### src/rtl/multiply_two_inputs.sv
// Sequential signed fixed-point multiplier between FIFOs.
// Shift-add core, one bit per cycle, result dequantized by QUANT_BITS.
module multiply_two_inputs #(
   parameter int WIDTH      = 32,
   parameter int QUANT_BITS = 10
) (
   input  logic             clock,
   input  logic             reset,
   output logic             inA_rd_en,
   input  logic             inA_empty,
   input  logic [WIDTH-1:0] inA_dout,
   output logic             inB_rd_en,
   input  logic             inB_empty,
   input  logic [WIDTH-1:0] inB_dout,
   output logic             out_wr_en,
   input  logic             out_full,
   output logic [WIDTH-1:0] out_din
);

   localparam int CW = $clog2(WIDTH) + 1;
   localparam logic [CW-1:0] LAST = CW'(WIDTH - 1);

   typedef enum logic [1:0] {
      S_IDLE,
      S_MUL,
      S_OUT
   } state_t;

   state_t               state_q, state_d;
   logic [2*WIDTH-1:0]   acc_q, acc_d;
   logic [2*WIDTH-1:0]   mcand_q, mcand_d;
   logic [WIDTH-1:0]     mplier_q, mplier_d;
   logic [CW-1:0]        cnt_q, cnt_d;
   logic                 sign_q, sign_d;

   logic [WIDTH-1:0]     abs_a, abs_b;
   logic signed [2*WIDTH-1:0] prod;
   logic [WIDTH-1:0]     result;

   // Magnitudes as unsigned: the most negative value maps onto 2^(WIDTH-1).
   always_comb begin
      abs_a  = inA_dout[WIDTH-1] ? -inA_dout : inA_dout;
      abs_b  = inB_dout[WIDTH-1] ? -inB_dout : inB_dout;
      prod   = sign_q ? -acc_q : acc_q;
      result = WIDTH'(prod >>> QUANT_BITS);
   end

   always_comb begin
      state_d   = state_q;
      acc_d     = acc_q;
      mcand_d   = mcand_q;
      mplier_d  = mplier_q;
      cnt_d     = cnt_q;
      sign_d    = sign_q;
      inA_rd_en = 1'b0;
      inB_rd_en = 1'b0;
      out_wr_en = 1'b0;
      out_din   = '0;
      unique case (state_q)
         S_IDLE: begin
            if (!inA_empty && !inB_empty) begin
               inA_rd_en = 1'b1;
               inB_rd_en = 1'b1;
               mcand_d   = {{WIDTH{1'b0}}, abs_a};
               mplier_d  = abs_b;
               sign_d    = inA_dout[WIDTH-1] ^ inB_dout[WIDTH-1];
               acc_d     = '0;
               cnt_d     = '0;
               state_d   = S_MUL;
            end
         end
         S_MUL: begin
            if (mplier_q[0]) begin
               acc_d = acc_q + mcand_q;
            end
            mcand_d  = mcand_q << 1;
            mplier_d = mplier_q >> 1;
            cnt_d    = cnt_q + CW'(1);
            if (cnt_q == LAST) begin
               state_d = S_OUT;
            end
         end
         S_OUT: begin
            if (!out_full) begin
               out_wr_en = 1'b1;
               out_din   = result;
               state_d   = S_IDLE;
            end
         end
         default: state_d = S_IDLE;
      endcase
   end

   always_ff @(posedge clock or negedge reset) begin
      if (!reset) begin
         state_q  <= S_IDLE;
         acc_q    <= '0;
         mcand_q  <= '0;
         mplier_q <= '0;
         cnt_q    <= '0;
         sign_q   <= 1'b0;
      end else begin
         state_q  <= state_d;
         acc_q    <= acc_d;
         mcand_q  <= mcand_d;
         mplier_q <= mplier_d;
         cnt_q    <= cnt_d;
         sign_q   <= sign_d;
      end
   end

endmodule

### config.mk
export PLATFORM = sky130hd
export DESIGN_NAME = multiply_two_inputs
export DESIGN_NICKNAME = d
export VERILOG_FILES = /design/src/rtl/multiply_two_inputs.sv
export SDC_FILE = /design/constraint.sdc
export NUM_CORES = 1
export LEC_CHECK = 0
export ABC_AREA = 1
export BUFFER_PORTS_ARGS = -buffer_cell sky130_fd_sc_hd__buf_2
export CAP_MARGIN = 0
export CORE_MARGIN = 2
export CORE_UTILIZATION = 25
export DETAILED_ROUTE_END_ITERATION = 8
export GPL_TIMING_DRIVEN = 0
export PLACE_DENSITY = 0.51
export SLEW_MARGIN = 20
export SYNTH_ARGS = -nofsm -noshare
export SYNTH_HDL_FRONTEND = slang
export SYNTH_SLANG_ARGS = --single-unit
export TNS_END_PERCENT = 20
### constraint.sdc
create_clock -name clock -period 5.53 [get_ports clock]
set_clock_uncertainty 0.2 [all_clocks]
set_input_delay 1.106 -clock clock [delete_from_list [all_inputs] [get_ports clock]]
set_output_delay 1.106 -clock clock [all_outputs]
set_load 0.05 [all_outputs]
==> impl_metrics.ini, run 1 <==
[clocking]
clkSinkCount = 125
cts_max_level = 4
numCtsBuffers = 17
cts_buffer_depth = 2
cts_tree = yes
clk_latency_ps = 440
cts_hold_buf = 0
root_buffer = clkbuf_16
ctsResizeCount = 0
path_clk_slew_ps = 60
post_cts_buffers = 0

[logic_synthesis]
syn_nets = 1952
postSynth.asyncResetShare_pct = 100.0
yosys_register_bits = 125
ys_warn_count = 0
synth_seq_area_share_pct = 27.85
synthFlopType = dfrtp_1
ys_types = 43
synth_area_per_cell_um2 = 6.112
syn-instance-count = 1838
syn_area_mm2 = 0.01123
synth-edff-count = 0

[floorplan]
die_h_um = 216.0
die_area_mm2 = 0.04665
ioPinCount = 104
coreArea_mm2 = 0.04432
rows = 77
die_w_um = 216.0
initial_utilization_pct = 25.35

[sta]
slew_headroom_pct = 49.57
max_freq_ghz = 0.2524
finalHoldViolCount = 0
setup_violations = 0
period_share_pct = 71.65
rsz0062_at_grt = false
report.final.slew_viol_count = 0
worst_pin_slew_ps = 756.4
fin_ws_ps = 1568
setup_tns_ps = 0
period_minus_slack_ps = 3962

[power_and_ir_drop]
leakage_nw = 6.939
cellPowerDensity_mw_per_mm2 = 504.1
peakVddDrop_mv = 0.2228

[detailed_routing]
drt_iter0_drc = 878
routed_wl_um = 41480
wl_met2_um = 18500
ant_nets = 0
via_per_inst = 4.692
wl_per_cell_um = 16.15
vias = 12050
wl_met1_um = 19750
dr_wl_met3_um = 2502
top_layer = met5
drtPass1Iterations = 5
drc = 0

[setup_path]
worstPathMaxFanout = 11
ff2ff_setup_slack_ps = 2870
r2r_start = acc_q[0]
end_kind = output pin
cp_data_arrival_time_ps = 2660
required_ps = 4220
rr_endpoint = acc_q[20]
start_kind = input port
critPathKind = input port to output pin
worstRegToRegCells = 9

[finish]
layout.nets = 2074
multiInputGateArea_mm2 = 0.006764
drive_gt1_share_pct = 11.41
seqCellArea_mm2 = 0.003128
nFillCells = 5030
postLayoutCoreUtil_pct = 29.55
areaGrowthSynthToFinish_pct = 16.58
mostFrequentLayoutCells = 558 x nand2_1, 288 x inv_1, 199 x nor2_1
layout_commonest_cell = nand2_1

[grt]
grt-ovfl-total = 0
antenna_found_initial = 13
grt_pass1_wl_um = 65430
grt_max_degree = 93
first_global_vias = 11810
track_usage_pct = 17.99

[placement]
preCtsSetupSlack_ps = 1443
port_buffers = 102
hpwl_um = 33570
gp_congestion = 0.9270

[min_path]
hold_path_class = flip-flop to flip-flop
hold_path_startpoint = mplier_q[30]
holdPathEnd = mplier_q[29]
min_path_cells = 2

[outcome]
outcome = completed

[flow_run]
drv_cap = 0
-- power by group --
group          total (mW)  leakage [nW]  internal (mW)  switching (mW)
Combinational        3.75          5.06           1.18            2.57
Clock                1.12         0.261          0.625           0.496
Sequential           1.73          1.62           1.31           0.425
Total                6.60          6.94           3.11            3.49
-- layout make-up --
type / count / share of cell area (%)
Clock inverter: 14 / 1.041
Timing Repair Buffer: 103 / 4.185
Buffer: 46 / 1.643
Antenna cell: 5 / 0.09554
Sequential cell: 125 / 23.88
Multi-Input combinational cell: 1367 / 51.65
Clock buffer: 17 / 3.248
Tap cell: 592 / 5.656
Inverter: 300 / 8.598
-- how the worst max path moves through the flow --
stage                     startpoint           to  slack [ps]  cells after the start
after global routing       inB_empty    inB_rd_en        1440                      7
after detailed placement   inB_empty    inB_rd_en        1440                      7
after CTS                  inB_empty    inB_rd_en        1440                      7
final                      inB_empty    inB_rd_en        1570                      7
after floorplan             out_full   out_din[3]        1560                      1
after global placement         reset  mplier_q[1]        1410                      1
-- synth_stat cells, types with 5 or more instances --
master	n	share of area [%]
o221ai_1	16	1.2
nor3_1	24	1.1
o21bai_1	22	1.5
and2_1	6	0.33
inv_1	288	9.6
inv_2	10	0.33
o22ai_1	32	1.8
nand3b_1	7	0.47
xor2_1	19	1.5
o21ai_0	90	4.0
nand4_1	19	1.1
buf_1	6	0.20
o21ai_1	10	0.45
nor2_2	14	0.78
clkbuf_1	14	0.47
nand3_1	147	6.5
nand2_2	14	0.78
ha_1	44	4.9
nand2_1	558	19
a21oi_1	86	3.8
nand3_2	10	0.89
nor2_4	5	0.50
buf_2	22	0.98
dfrtp_1	125	28
nor2_1	199	6.6
o211ai_1	12	0.80
-- registers in the layout, indices dropped and copies added, names as in the netlist --
name / cells
sign_q: 1
state_q: 2
mcand_q: 42
cnt_q: 6
mplier_q: 32
acc_q: 42
-- routing by layer --
metal  track usage, %  up-vias
met1            24.96     5527
met5                0        -
met2            29.30      307
li1                 -     6152
met3            2.918       52
met4            4.018       16
-- cells by family (layout without fill, tap and decap cells) --
family / count (synthesis) / in the layout / synth area share (%)
XOR/XNOR: 23 / 23 / 1.793
flip-flops: 125 / 125 / 27.85
adder cells (fa/ha/maj): 45 / 45 / 5.079
other: 0 / 5 / 0
buffers and inverters: 346 / 480 / 11.94
AND/OR/NAND/NOR: 1016 / 1016 / 38.64
AO/OA/AOI/OAI: 283 / 283 / 14.70
-- through the flow --
step                instances  power, mW  instance area (um2)  hold slack, ps
floorplan                1838      4.265                11230           253.4
global placement         2532      5.421                12480           266.7
detailed placement       2533      5.458                12520           284.6
CTS                      2564      6.604                13080           300.1
global route             2565      7.222                13090           331.0
finish                   2569      6.602                13100           297.7
-- worst max-delay path, cell delays in order --
cell and delay, ps:
buf_2 90, nor2_1 250, nand2_2 270, inv_2 250, buf_2 290, buf_4 140
buf_2 240
Note: power is estimated with default switching activity, not from simulation.
==> run 2: changes to the inputs <==
- clock period: 5.53 -> 3.7 ns (I/O delays scaled with it)
==> impl_metrics.ini, run 2 (same netlist as run 1, synthesis figures left out) <==
[outcome]
outcome = completed

[grt]
grt-ovfl-total = 0
antenna_found_initial = 13
grt_pass1_wl_um = 65450
track_usage_pct = 18.00
first_global_vias = 11820
grt_max_degree = 93

[setup_path]
crit_path_frequent_cell = nand3_1
cp_slowest_cell = dfrtp_1
path_cells = nor2_2 > nand3_1 > nand3b_1 > nor2_1 > nand3_1 > nand3_1 > nand2_1 > nor2_1 > buf_2
required_ps = 2760
start_kind = flip-flop
critPathKind = flip-flop to output pin
worstPathMaxFanout = 4
cp_data_arrival_time_ps = 2530
end_kind = output pin
max_stage_delay_ps = 410

[detailed_routing]
ant_nets = 0
drt_iter0_drc = 862
routed_wl_um = 41490
drc = 0
vias = 12130
wl_per_cell_um = 16.14
via_per_inst = 4.719
drtPass1Iterations = 7

[finish]
final_cells = 2570
layout.nets = 2075
drive_gt1_share_pct = 11.40
mostFrequentLayoutCells = 558 x nand2_1, 288 x inv_1, 199 x nor2_1
top_regs = acc_q x42, mcand_q x42, mplier_q x32
nFillCells = 5029
areaGrowthSynthToFinish_pct = 16.67
layout_commonest_cell = nand2_1

[sta]
period_minus_slack_ps = 3470
rsz0062_at_grt = false
setup_violations = 0
worst_pin_slew_ps = 757.5
period_share_pct = 93.78
finalHoldViolCount = 0
report.final.slew_viol_count = 0
slew_headroom_pct = 49.50
setup_tns_ps = 0
max_freq_ghz = 0.2882
holdWs_ps = 296.8

[clocking]
clk_latency_ps = 440
path_clk_slew_ps = 70
cts_max_level = 4
post_cts_buffers = 0
clkSinkCount = 125
ctsResizeCount = 0
cts_tree = yes
cts_buffer_depth = 2
root_buffer = clkbuf_16
cts_hold_buf = 1
numCtsBuffers = 17

[flow_run]
drv_cap = 0

[floorplan]
die_h_um = 216.0
initial_utilization_pct = 25.35
rows = 77
die_area_mm2 = 0.04665
die_w_um = 216.0
ioPinCount = 104
coreArea_mm2 = 0.04432

[placement]
gp_congestion = 0.9270
port_buffers = 102
dpl.cell_count = 2533
hpwl_um = 33570

[power_and_ir_drop]
power_mw = 9.864
cellPowerDensity_mw_per_mm2 = 752.6
leakage_nw = 6.943
peakVddDrop_mv = 0.3294

[min_path]
hold_path_class = flip-flop to flip-flop
## run 2: cell count changes in the layout (fill, tap and decap cells not counted)
cell,before,now
dlygate4sd3_1,0,1
## run 2: metal layers
layer | global-route usage (%) | up-vias | routed length (um)
met5 | 0 | - | 110
met3 | 2.918 | 56 | 2461
met1 | 24.97 | 5564 | 19780
met4 | 4.018 | 16 | 614
li1 | - | 6158 | -
met2 | 29.30 | 335 | 18520
## run 2: where the power goes
group / switching, mW / total (mW) / internal, mW
sequential: 0.638 / 2.59 / 1.96
combinational: 3.83 / 5.60 / 1.76
clock: 0.738 / 1.67 / 0.934
total: 5.21 / 9.86 / 4.66
## run 2: area by class of cell
class,instances,area (um2),area share (%)
multi-input combinational,1367,6764,51.61
sequential,125,3128,23.87
inverter,300,1126,8.592
tap,592,740.7,5.652
timing repair buffer,104,558.0,4.258
clock buffer,17,425.4,3.246
buffer,46,215.2,1.642
clock inverter,14,136.4,1.041
antenna,5,12.51,0.09547
## run 2: worst paths after layout
path / slack, ps / end / from / depth (start not counted)
hold / removal: 300 / mplier_q[29] / mplier_q[30] / 2
setup / recovery: 230 / out_din[31] / acc_q[4] / 9
setup reg to reg: 1020 / acc_q[20] / acc_q[0] / 9
max in group asynchronous: 1960 / mplier_q[11] / reset / 3
hold reg to reg: 300 / mplier_q[29] / mplier_q[30] / 2
min in group asynchronous: 580 / acc_q[39] / reset / 2
## run 2: critical path, delay by kind of cell, from the launching register on
family / cells / cell delay (ps)
DFF: 1 / 410
buffers and inverters: 1 / 280
and+or+nand+nor: 8 / 1400
## run 2: per-stage QoR
stage	setup WS (ps)	area, um2	utilization (%)
floorplan	324.5	11230	-
global placement	-51.83	12480	28.17
detailed placement	345.4	12520	28.26
CTS	191.1	13090	29.55
global route	43.85	13100	29.55
finish	230.0	13110	29.57
==> run 3: changes to the inputs <==
--- a/config.mk
+++ b/config.mk
@@ -9,4 +9,5 @@
 export BUFFER_PORTS_ARGS = -buffer_cell sky130_fd_sc_hd__buf_2
 export CAP_MARGIN = 0
+export CORE_ASPECT_RATIO = 1.2
 export CORE_MARGIN = 2
 export CORE_UTILIZATION = 25
==> constraint.sdc (replaced) <==
create_clock -name clock -period 3.7 [get_ports clock]
set_clock_uncertainty 0.2 [all_clocks]
set_input_delay 0 -clock clock [delete_from_list [all_inputs] [get_ports clock]]
set_output_delay 0 -clock clock [all_outputs]
set_load 0.05 [all_outputs]
==> impl_metrics.ini, run 3 (same netlist as run 1, synthesis figures left out) <==
[detailed_routing]
ant_nets = 0
drc = 0
wl_met2_um = 20220
via_per_inst = 4.674
drt_iter0_drc = 698
routed_wl_um = 41660
wl_per_cell_um = 15.75
dr_wl_met3_um = 1817
drtPass1Iterations = 5
top_layer = met4
vias = 12360
wl_met1_um = 18500

[floorplan]
ioPinCount = 104
die_area_mm2 = 0.04665
rows = 85
die_w_um = 197.5
initial_utilization_pct = 25.15
coreArea_mm2 = 0.04467
die_h_um = 236.2

[finish]
final_cells = 2645
mostFrequentLayoutCells = 558 x nand2_1, 288 x inv_1, 199 x nor2_1
top_regs = acc_q x42, mcand_q x42, mplier_q x32
seqCellArea_mm2 = 0.003128
layout_commonest_cell = nand2_1
nFillCells = 4966
layout.nets = 2180
drive_gt1_share_pct = 10.92
areaGrowthSynthToFinish_pct = 26.04
multiInputGateArea_mm2 = 0.006764
postLayoutCoreUtil_pct = 31.70
final_area_mm2 = 0.01416

[sta]
setup_tns_ps = 0
worst_pin_slew_ps = 804.6
rsz0062_at_grt = false
holdWs_ps = -4.952
max_freq_ghz = 0.3329
slew_headroom_pct = 46.36
period_minus_slack_ps = 3004
report.final.slew_viol_count = 0
finalHoldViolCount = 2
setup_violations = 0
period_share_pct = 81.18

[power_and_ir_drop]
power_mw = 10.06
cellPowerDensity_mw_per_mm2 = 710.6
peakVddDrop_mv = 0.3746
leakage_nw = 7.404

[setup_path]
start_kind = input port
end_kind = flip-flop
required_ps = 3870
cp_data_arrival_time_ps = 3180
worstRegToRegCells = 9
worstPathMaxFanout = 5
ff2ff_setup_slack_ps = 940
critPathKind = input port to flip-flop

[clocking]
cts_max_level = 4
clk_latency_ps = 440
root_buffer = clkbuf_16
cts_buffer_depth = 2
clkSinkCount = 125
path_clk_slew_ps = 60
numCtsBuffers = 17
post_cts_buffers = 0
cts_tree = yes

[grt]
grt-ovfl-total = 0
antenna_found_initial = 1
track_usage_pct = 18.10
first_global_vias = 12360
grt_max_degree = 93
grt_pass1_wl_um = 65620

[min_path]
min_path_cells = 4
hold_path_class = input port to flip-flop

[placement]
port_buffers = 102
dpl_cell_area_mm2 = 0.01249
dpl.cell_count = 2506
gp_congestion = 0.9139
hpwl_um = 33840

[outcome]
outcome = complete, but fails checks
violations = hold timing

[flow_run]
drv_cap = 0
run 3: power by group:
| part | leakage [nW] | internal (mW) | switching, mW | total (mW) |
|---|---|---|---|---|
| Sequential | 1.62 | 1.96 | 0.592 | 2.55 |
| Clock | 0.284 | 1.02 | 0.717 | 1.74 |
| Combinational | 5.50 | 1.90 | 3.87 | 5.77 |
run 3: final timing paths:
check,startpoint,to
min in group asynchronous,reset,acc_q[35]
max in group asynchronous,reset,cnt_q[0]
worst min register to register,mplier_q[6],mplier_q[5]
worst min-delay path,inA_empty,mcand_q[2]
worst max-delay path,inB_dout[0],mplier_q[26]
worst max register to register,state_q[0],mcand_q[15]
run 3: worst max-delay path: stages:
cell	delay (ps)
dlygate4sd3_1	530
buf_2	120
inv_1	110
ha_1	200
nand3_1	150
inv_1	80
nand2_1	90
nor2_4	160
nand3_2	120
o21ai_2	230
nand2_1	80
nand2_1	60
dlygate4sd3_1	550
nand3_1	70
dlygate4sd3_1	570
nand2_1	60
run 3: layout make-up:
| class | count | area share, % |
|---|---|---|
| sequential | 125 | 22.09 |
| multi-input combinational | 1367 | 47.77 |
| inverter | 300 | 7.953 |
| clock buffer | 18 | 3.102 |
| tap | 565 | 4.993 |
| buffer | 46 | 1.520 |
| clock inverter | 14 | 1.113 |
| timing repair buffer | 209 | 11.44 |
| antenna | 1 | 0.01767 |
run 3: stage by stage:
step / setup WS (ps) / hold slack, ps
after CTS: 695.9 / 7.715
final: 696.4 / -4.952
after floorplan: 1064 / -495.6
after detailed placement: 1137 / -321.4
after global placement: 681.4 / 106.2
after global routing: 489.6 / 43.69
run 3: metal layers:
| layer | track usage, % | vias to the layer above |
|---|---|---|
| met5 | 0 | - |
| met4 | 6.061 | 0 |
| met3 | 2.259 | 63 |
| met2 | 32.20 | 303 |
| met1 | 22.39 | 5631 |
| li1 | - | 6367 |
run 3: repair_timing:
| item | 4_1_cts | 5_1_grt |
|---|---|---|
| endpoints found under the setup margin | 0 | 0 |
| resized for setup | 0 | 0 |
| hold endpoints to repair | 190 | 0 |
| hold buffers | 106 | 0 |
